File: config.mk
export PLATFORM = sky130hd
export DESIGN_NAME = conv_operand_loader
export DESIGN_NICKNAME = d
export VERILOG_FILES = /design/src/rtl/conv_operand_loader_pkg.sv /design/src/rtl/conv_operand_buffer.sv /design/src/rtl/conv_operand_loader.sv
export SDC_FILE = /design/constraint.sdc
export NUM_CORES = 1
export LEC_CHECK = 0
export ABC_AREA = 1
export CELL_PAD_IN_SITES_DETAIL_PLACEMENT = 1
export CELL_PAD_IN_SITES_GLOBAL_PLACEMENT = 2
export CORE_ASPECT_RATIO = 0.5
export CORE_MARGIN = 4
export CORE_UTILIZATION = 39
export DETAILED_ROUTE_END_ITERATION = 7
export DONT_BUFFER_PORTS = 1
export MAX_ROUTING_LAYER = met4
export PLACE_DENSITY_LB_ADDON = 0.1
export SLEW_MARGIN = 10
export SYNTH_ARGS = -nofsm -noshare
export SYNTH_HDL_FRONTEND = slang
export SYNTH_SLANG_ARGS = --single-unit
File: constraint.sdc
create_clock -name clk -period 18.4 [get_ports clk]
set_input_delay 1.84 -clock clk [delete_from_list [all_inputs] [get_ports clk]]
set_output_delay 1.84 -clock clk [all_outputs]
set_load 0.1 [all_outputs]
File: src/rtl/conv_operand_loader_pkg.sv
// Shared sizing constants and state encoding for the convolution operand loader.
package conv_operand_loader_pkg;

    localparam int ELEM_W_DEF  = 8;
    localparam int N_ELEM_DEF  = 25;
    localparam int FLAT_W_DEF  = N_ELEM_DEF * ELEM_W_DEF;
    localparam int TIMEOUT_DEF = 63;
    localparam int IDX_W       = 5;
    localparam int WCNT_W      = 6;

    typedef enum logic [2:0] {
        LOAD_A    = 3'd0,
        LOAD_B    = 3'd1,
        START     = 3'd2,
        WAIT_DONE = 3'd3,
        RESULT    = 3'd4
    } state_t;

endpackage

File: src/rtl/conv_operand_buffer.sv
// Two banks of N_ELEM element registers (A and B) with one indexed write port.
// Both banks are exposed flattened, element k at bits [k*ELEM_W +: ELEM_W].
module conv_operand_buffer
    import conv_operand_loader_pkg::*;
#(
    parameter int ELEM_W = ELEM_W_DEF,
    parameter int N_ELEM = N_ELEM_DEF
) (
    input  logic                     clk,
    input  logic                     reset,
    input  logic                     wr_en,
    input  logic                     wr_sel,
    input  logic [IDX_W-1:0]         wr_idx,
    input  logic [ELEM_W-1:0]        wr_data,
    output logic [N_ELEM*ELEM_W-1:0] a_flat,
    output logic [N_ELEM*ELEM_W-1:0] b_flat
);

    // wr_sel picks the bank: 0 writes A, 1 writes B
    always_ff @(posedge clk or posedge reset) begin
        if (reset) begin
            a_flat <= '0;
            b_flat <= '0;
        end else if (wr_en) begin
            for (int k = 0; k < N_ELEM; k++) begin
                if (wr_idx == IDX_W'(k)) begin
                    if (wr_sel)
                        b_flat[k*ELEM_W +: ELEM_W] <= wr_data;
                    else
                        a_flat[k*ELEM_W +: ELEM_W] <= wr_data;
                end
            end
        end
    end

endmodule

File: src/rtl/conv_operand_loader.sv
// Streams two N_ELEM-element operand matrices in, kicks the convolution ALU,
// and holds its result (or a timeout status) until the consumer takes it.
module conv_operand_loader
    import conv_operand_loader_pkg::*;
#(
    parameter int ELEM_W  = ELEM_W_DEF,
    parameter int N_ELEM  = N_ELEM_DEF,
    parameter int TIMEOUT = TIMEOUT_DEF
) (
    input  logic                     clk,
    input  logic                     reset,
    input  logic                     in_valid,
    output logic                     in_ready,
    input  logic signed [ELEM_W-1:0] in_data,
    input  logic                     abort,
    output logic [N_ELEM*ELEM_W-1:0] A_flat,
    output logic [N_ELEM*ELEM_W-1:0] B_flat,
    output logic                     alu_start,
    input  logic [ELEM_W-1:0]        alu_result,
    input  logic                     alu_overflow,
    input  logic                     alu_done,
    output logic                     out_valid,
    input  logic                     out_ready,
    output logic [ELEM_W-1:0]        out_data,
    output logic                     out_overflow,
    output logic                     out_timeout,
    output logic                     busy
);

    state_t              state, state_nxt;
    logic [IDX_W-1:0]    idx, idx_nxt;
    logic [WCNT_W-1:0]   wcnt, wcnt_nxt;
    logic                valid_nxt, ovf_nxt, tmo_nxt;
    logic [ELEM_W-1:0]   data_nxt;
    logic                take;

    // An aborted cycle must not write the buffer even if a byte is offered.
    assign take = in_valid && in_ready && !abort;

    conv_operand_buffer #(
        .ELEM_W (ELEM_W),
        .N_ELEM (N_ELEM)
    ) u_buffer (
        .clk     (clk),
        .reset   (reset),
        .wr_en   (take),
        .wr_sel  (state == LOAD_B),
        .wr_idx  (idx),
        .wr_data (in_data),
        .a_flat  (A_flat),
        .b_flat  (B_flat)
    );

    always_ff @(posedge clk or posedge reset) begin
        if (reset) begin
            state        <= LOAD_A;
            idx          <= '0;
            wcnt         <= '0;
            out_valid    <= 1'b0;
            out_data     <= '0;
            out_overflow <= 1'b0;
            out_timeout  <= 1'b0;
        end else begin
            state        <= state_nxt;
            idx          <= idx_nxt;
            wcnt         <= wcnt_nxt;
            out_valid    <= valid_nxt;
            out_data     <= data_nxt;
            out_overflow <= ovf_nxt;
            out_timeout  <= tmo_nxt;
        end
    end

    always_comb begin
        state_nxt = state;
        idx_nxt   = idx;
        wcnt_nxt  = wcnt;
        valid_nxt = out_valid;
        data_nxt  = out_data;
        ovf_nxt   = out_overflow;
        tmo_nxt   = out_timeout;
        in_ready  = 1'b0;
        alu_start = 1'b0;
        busy      = !(state == LOAD_A && idx == '0);

        case (state)
            LOAD_A, LOAD_B: begin
                in_ready = 1'b1;
                if (in_valid) begin
                    if (idx == IDX_W'(N_ELEM - 1)) begin
                        idx_nxt   = '0;
                        state_nxt = (state == LOAD_A) ? LOAD_B : START;
                    end else begin
                        idx_nxt = idx + 1'b1;
                    end
                end
            end
            START: begin
                alu_start = 1'b1;
                wcnt_nxt  = '0;
                state_nxt = WAIT_DONE;
            end
            WAIT_DONE: begin
                // alu_done on the first cycle is still the previous operation's level
                if (wcnt != '0 && alu_done) begin
                    data_nxt  = alu_result;
                    ovf_nxt   = alu_overflow;
                    tmo_nxt   = 1'b0;
                    valid_nxt = 1'b1;
                    state_nxt = RESULT;
                end else if (wcnt == WCNT_W'(TIMEOUT - 1)) begin
                    data_nxt  = '0;
                    ovf_nxt   = 1'b0;
                    tmo_nxt   = 1'b1;
                    valid_nxt = 1'b1;
                    state_nxt = RESULT;
                end else begin
                    wcnt_nxt = wcnt + 1'b1;
                end
            end
            RESULT: begin
                if (out_ready) begin
                    valid_nxt = 1'b0;
                    idx_nxt   = '0;
                    state_nxt = LOAD_A;
                end
            end
            default: state_nxt = LOAD_A;
        endcase

        if (abort) begin
            state_nxt = LOAD_A;
            idx_nxt   = '0;
            valid_nxt = 1'b0;
        end
    end

endmodule

==> flow_summary.json <==
{
  "status": "completed",
  "min_period_ns": 4.51,
  "cp_max_fo": 6,
  "syn_to_final_growth_pct": 8.93,
  "dieArea_um2": 46300,
  "layout_commonest_cell": "nand2_1",
  "htree_levels": 2,
  "final.setup.tns_ns": 0,
  "powerDensity_nw_per_um2": 164,
  "clk_latency_ns": 0.55,
  "cts_tree": "done",
  "dieHeight_um": 154,
  "place_area_um2": 16700,
  "ant_nets": 0,
  "cts-root-buf": "clkbuf_16",
  "clkPwrFrac": 0.294,
  "cts.repair.resized": 0,
  "critPathLaunchType": "register",
  "antenna_found_initial": 0,
  "via_per_inst": 5.16,
  "met1_length_mm": 22.1,
  "synth_nets": 1631,
  "holdCritStartpoint": "wcnt[3]$_DFFE_PP0P_",
  "p_int_w": 0.00160,
  "power_frac_seq": 0.626,
  "yosys.area.top_type": "dfrtp_1",
  "relSlewSlack": 0.304,
  "ir_drop_uv": 90.9,
  "dr_wl_met3_mm": 2.83,
  "crit_required_ns": 16.56,
  "layout_common_cells": "491 x nand2_1, 425 x dfrtp_1, 309 x o21ai_1, 61 x o21ai_0, 43 x clkbuf_16",
  "ys_ff_latch": 425,
  "vias": 11187,
  "power.switching_w": 0.00139,
  "fp.coreArea_um2": 42000,
  "slowest_delay_ns": 0.86,
  "crit_slowest_cell": "nand3_1",
  "place.gp.congestion": 0.815,
  "critPathTopFamily": "simple AND/OR/NAND/NOR gates",
  "rsz0062_at_grt": "false",
  "synth_cell_types": 28,
  "cts_num_sinks": 425,
  "rows": 53,
  "post_cts_buffers": 0,
  "hold_violations": 0,
  "tightest_slew_ns": 1.04,
  "cts_max_path_buffers": 3,
  "timing.final.crit_share": 0.245,
  "finalMaxSlewViolations": 0,
  "hold_path_class": "reg -> reg",
  "drc": 0,
  "power.share.combinational": 0.079,
  "grt_pass1_wl_mm": 78.8,
  "grt_overflow": 0,
  "final_cell_area_um2": 18100,
  "critPathKind": "reg -> out",
  "grt_max_degree": 140,
  "cp.arrival_ns": 2.67,
  "fin_skew_ns": 0.0270,
  "drt_iter0_drc": 580,
  "cp_num_buf_inv": 1,
  "antenna_cells": 0,
  "synth_top_area_share": 0.639,
  "synth_area_leaders": "dfrtp_1 64%, nand2_1 11%, o21ai_1 9.3%",
  "cts_buffers": 41,
  "power_w": 0.00298,
  "route.met2.wl_mm": 26.6,
  "drt-pass1-iter-count": 6,
  "chipWidth_um": 300,
  "synth-warning-count": 0,
  "cts.reportedPaths.clkPinSlew_ns": 0.07,
  "leakage_nw": 8.95,
  "syn-instance-count": 1600,
  "startpoint": "idx[0]$_DFFE_PP0P_",
  "syn_avg_cell_area_um2": 10.4,
  "wire_per_inst_um": 24.6,
  "finalSetupViolCount": 0,
  "crit_chain": "inv_1, ha_1, nand2_1, nor2_1, nand3_1",
  "io_pins": 437,
  "drive_above_1_share": 0.121,
  "fmax_mhz": 222,
  "drt_wl_total_mm": 53.3,
  "syn-cell-area_um2": 16700,
  "synth_seq_area_share": 0.639,
  "max-cap-violations": 0,
  "fill_cells": 4670,
  "switching_share": 0.464,
  "hpwl_mm": 35.7,
  "initial_core_util": 0.396,
  "top_layer": "met4",
  "end_kind": "output port",
  "r2r-start": "state[2]$_DFFE_PP0P_",
  "cts_hold_repair.buffers": 0,
  "grt_use_total": 0.233,
  "nets": 1591,
  "port_buffers": 0,
  "grt_pass1_vias": 11591
}
## synthesized netlist by cell type (all sizes together)
master,instances
ha,8
nand4,6
nand3,17
inv,51
nand2,534
nand3b,1
clkbuf,40
dfrtp,425
nor2,43
nor3,9
xor2,1
a21oi,2
nor3b,2
o21ai,405
buf,56
## final timing paths
path / slack (ns) / to / cells after the start
worst max-delay path: 13.89 / busy / 5
worst min-delay path: 0.56 / wcnt[3]$_DFFE_PP0P_ / 2
worst max register to register: 15.87 / u_buffer.a_flat[3]$_DFFE_PP0P_ / 7
worst min register to register: 0.56 / wcnt[3]$_DFFE_PP0P_ / 2
max in group asynchronous: 14.73 / u_buffer.b_flat[64]$_DFFE_PP0P_ / 3
min in group asynchronous: 1.34 / u_buffer.a_flat[173]$_DFFE_PP0P_ / 1
## metal layers
layer / GRT usage / vias to the layer above
met5: - / -
met4: 0.0727 / 0
met3: 0.0504 / 95
met2: 0.393 / 267
met1: 0.282 / 5670
li1: - / 5155
## power by group through the flow
stage	logic (W)	clock network [W]	registers, W
floorplan	0.000193	0	0.00184
global route	0.000271	0.000942	0.00188
finish	0.000237	0.000878	0.00187
detailed placement	0.000240	0	0.00189
global placement	0.000226	0	0.00189
CTS	0.000241	0.000901	0.00187
## state kept, by name, summed over array words and instances (netlist names)
name	count
out_valid	1
wcnt	6
out_timeout	1
idx	5
u_buffer.a_flat	200
state	3
u_buffer.b_flat	200
out_overflow	1
out_data	8
## metrics by stage
| step | hold WS, ns | cells | worst slack [ns] | utilization |
|---|---|---|---|---|
| 2_1_floorplan | 0.485 | 1600 | 4.73 | - |
| 3_3_place_gp | 0.524 | 2094 | 14.21 | 0.398 |
| 3_5_place_dp | 0.543 | 2094 | 14.07 | 0.398 |
| 4_1_cts | 0.560 | 2169 | 13.81 | 0.431 |
| 5_1_grt | 0.590 | 2169 | 13.74 | 0.431 |
| 6_report | 0.560 | 2169 | 13.89 | 0.431 |
## worst register-to-register path, delay by kind of cell, from the launching register on
kind                   cells  cell delay (ns)
and+or+nand+nor            5             1.49
buffers and inverters      1             0.12
DFF                        1             0.44
AOI/OAI and AO/OA          1             0.38
## logic make-up (layout without fill, tap and decap cells)
family | Yosys count | count (layout) | share of synthesized area
AND/OR/NAND/NOR | 612 | 612 | 0.168
XOR/XNOR | 1 | 1 | 0.000526
AO/OA/AOI/OAI | 407 | 407 | 0.130
flip-flops | 425 | 425 | 0.639
adder cells (fa/ha/maj) | 8 | 8 | 0.00601
buffers and inverters | 147 | 139 | 0.0566
## final cells by class
type	instances	area, µm²	share of cell area
repair buffers	13	97.6	0.00538
flip-flops and latches	425	10600	0.586
well taps	577	722	0.0398
clock inverters	10	82.6	0.00455
multi-input cells	1028	5070	0.280
inverters	51	199	0.0110
clock buffers	65	1330	0.0733
(Power assumes the default switching activity.)
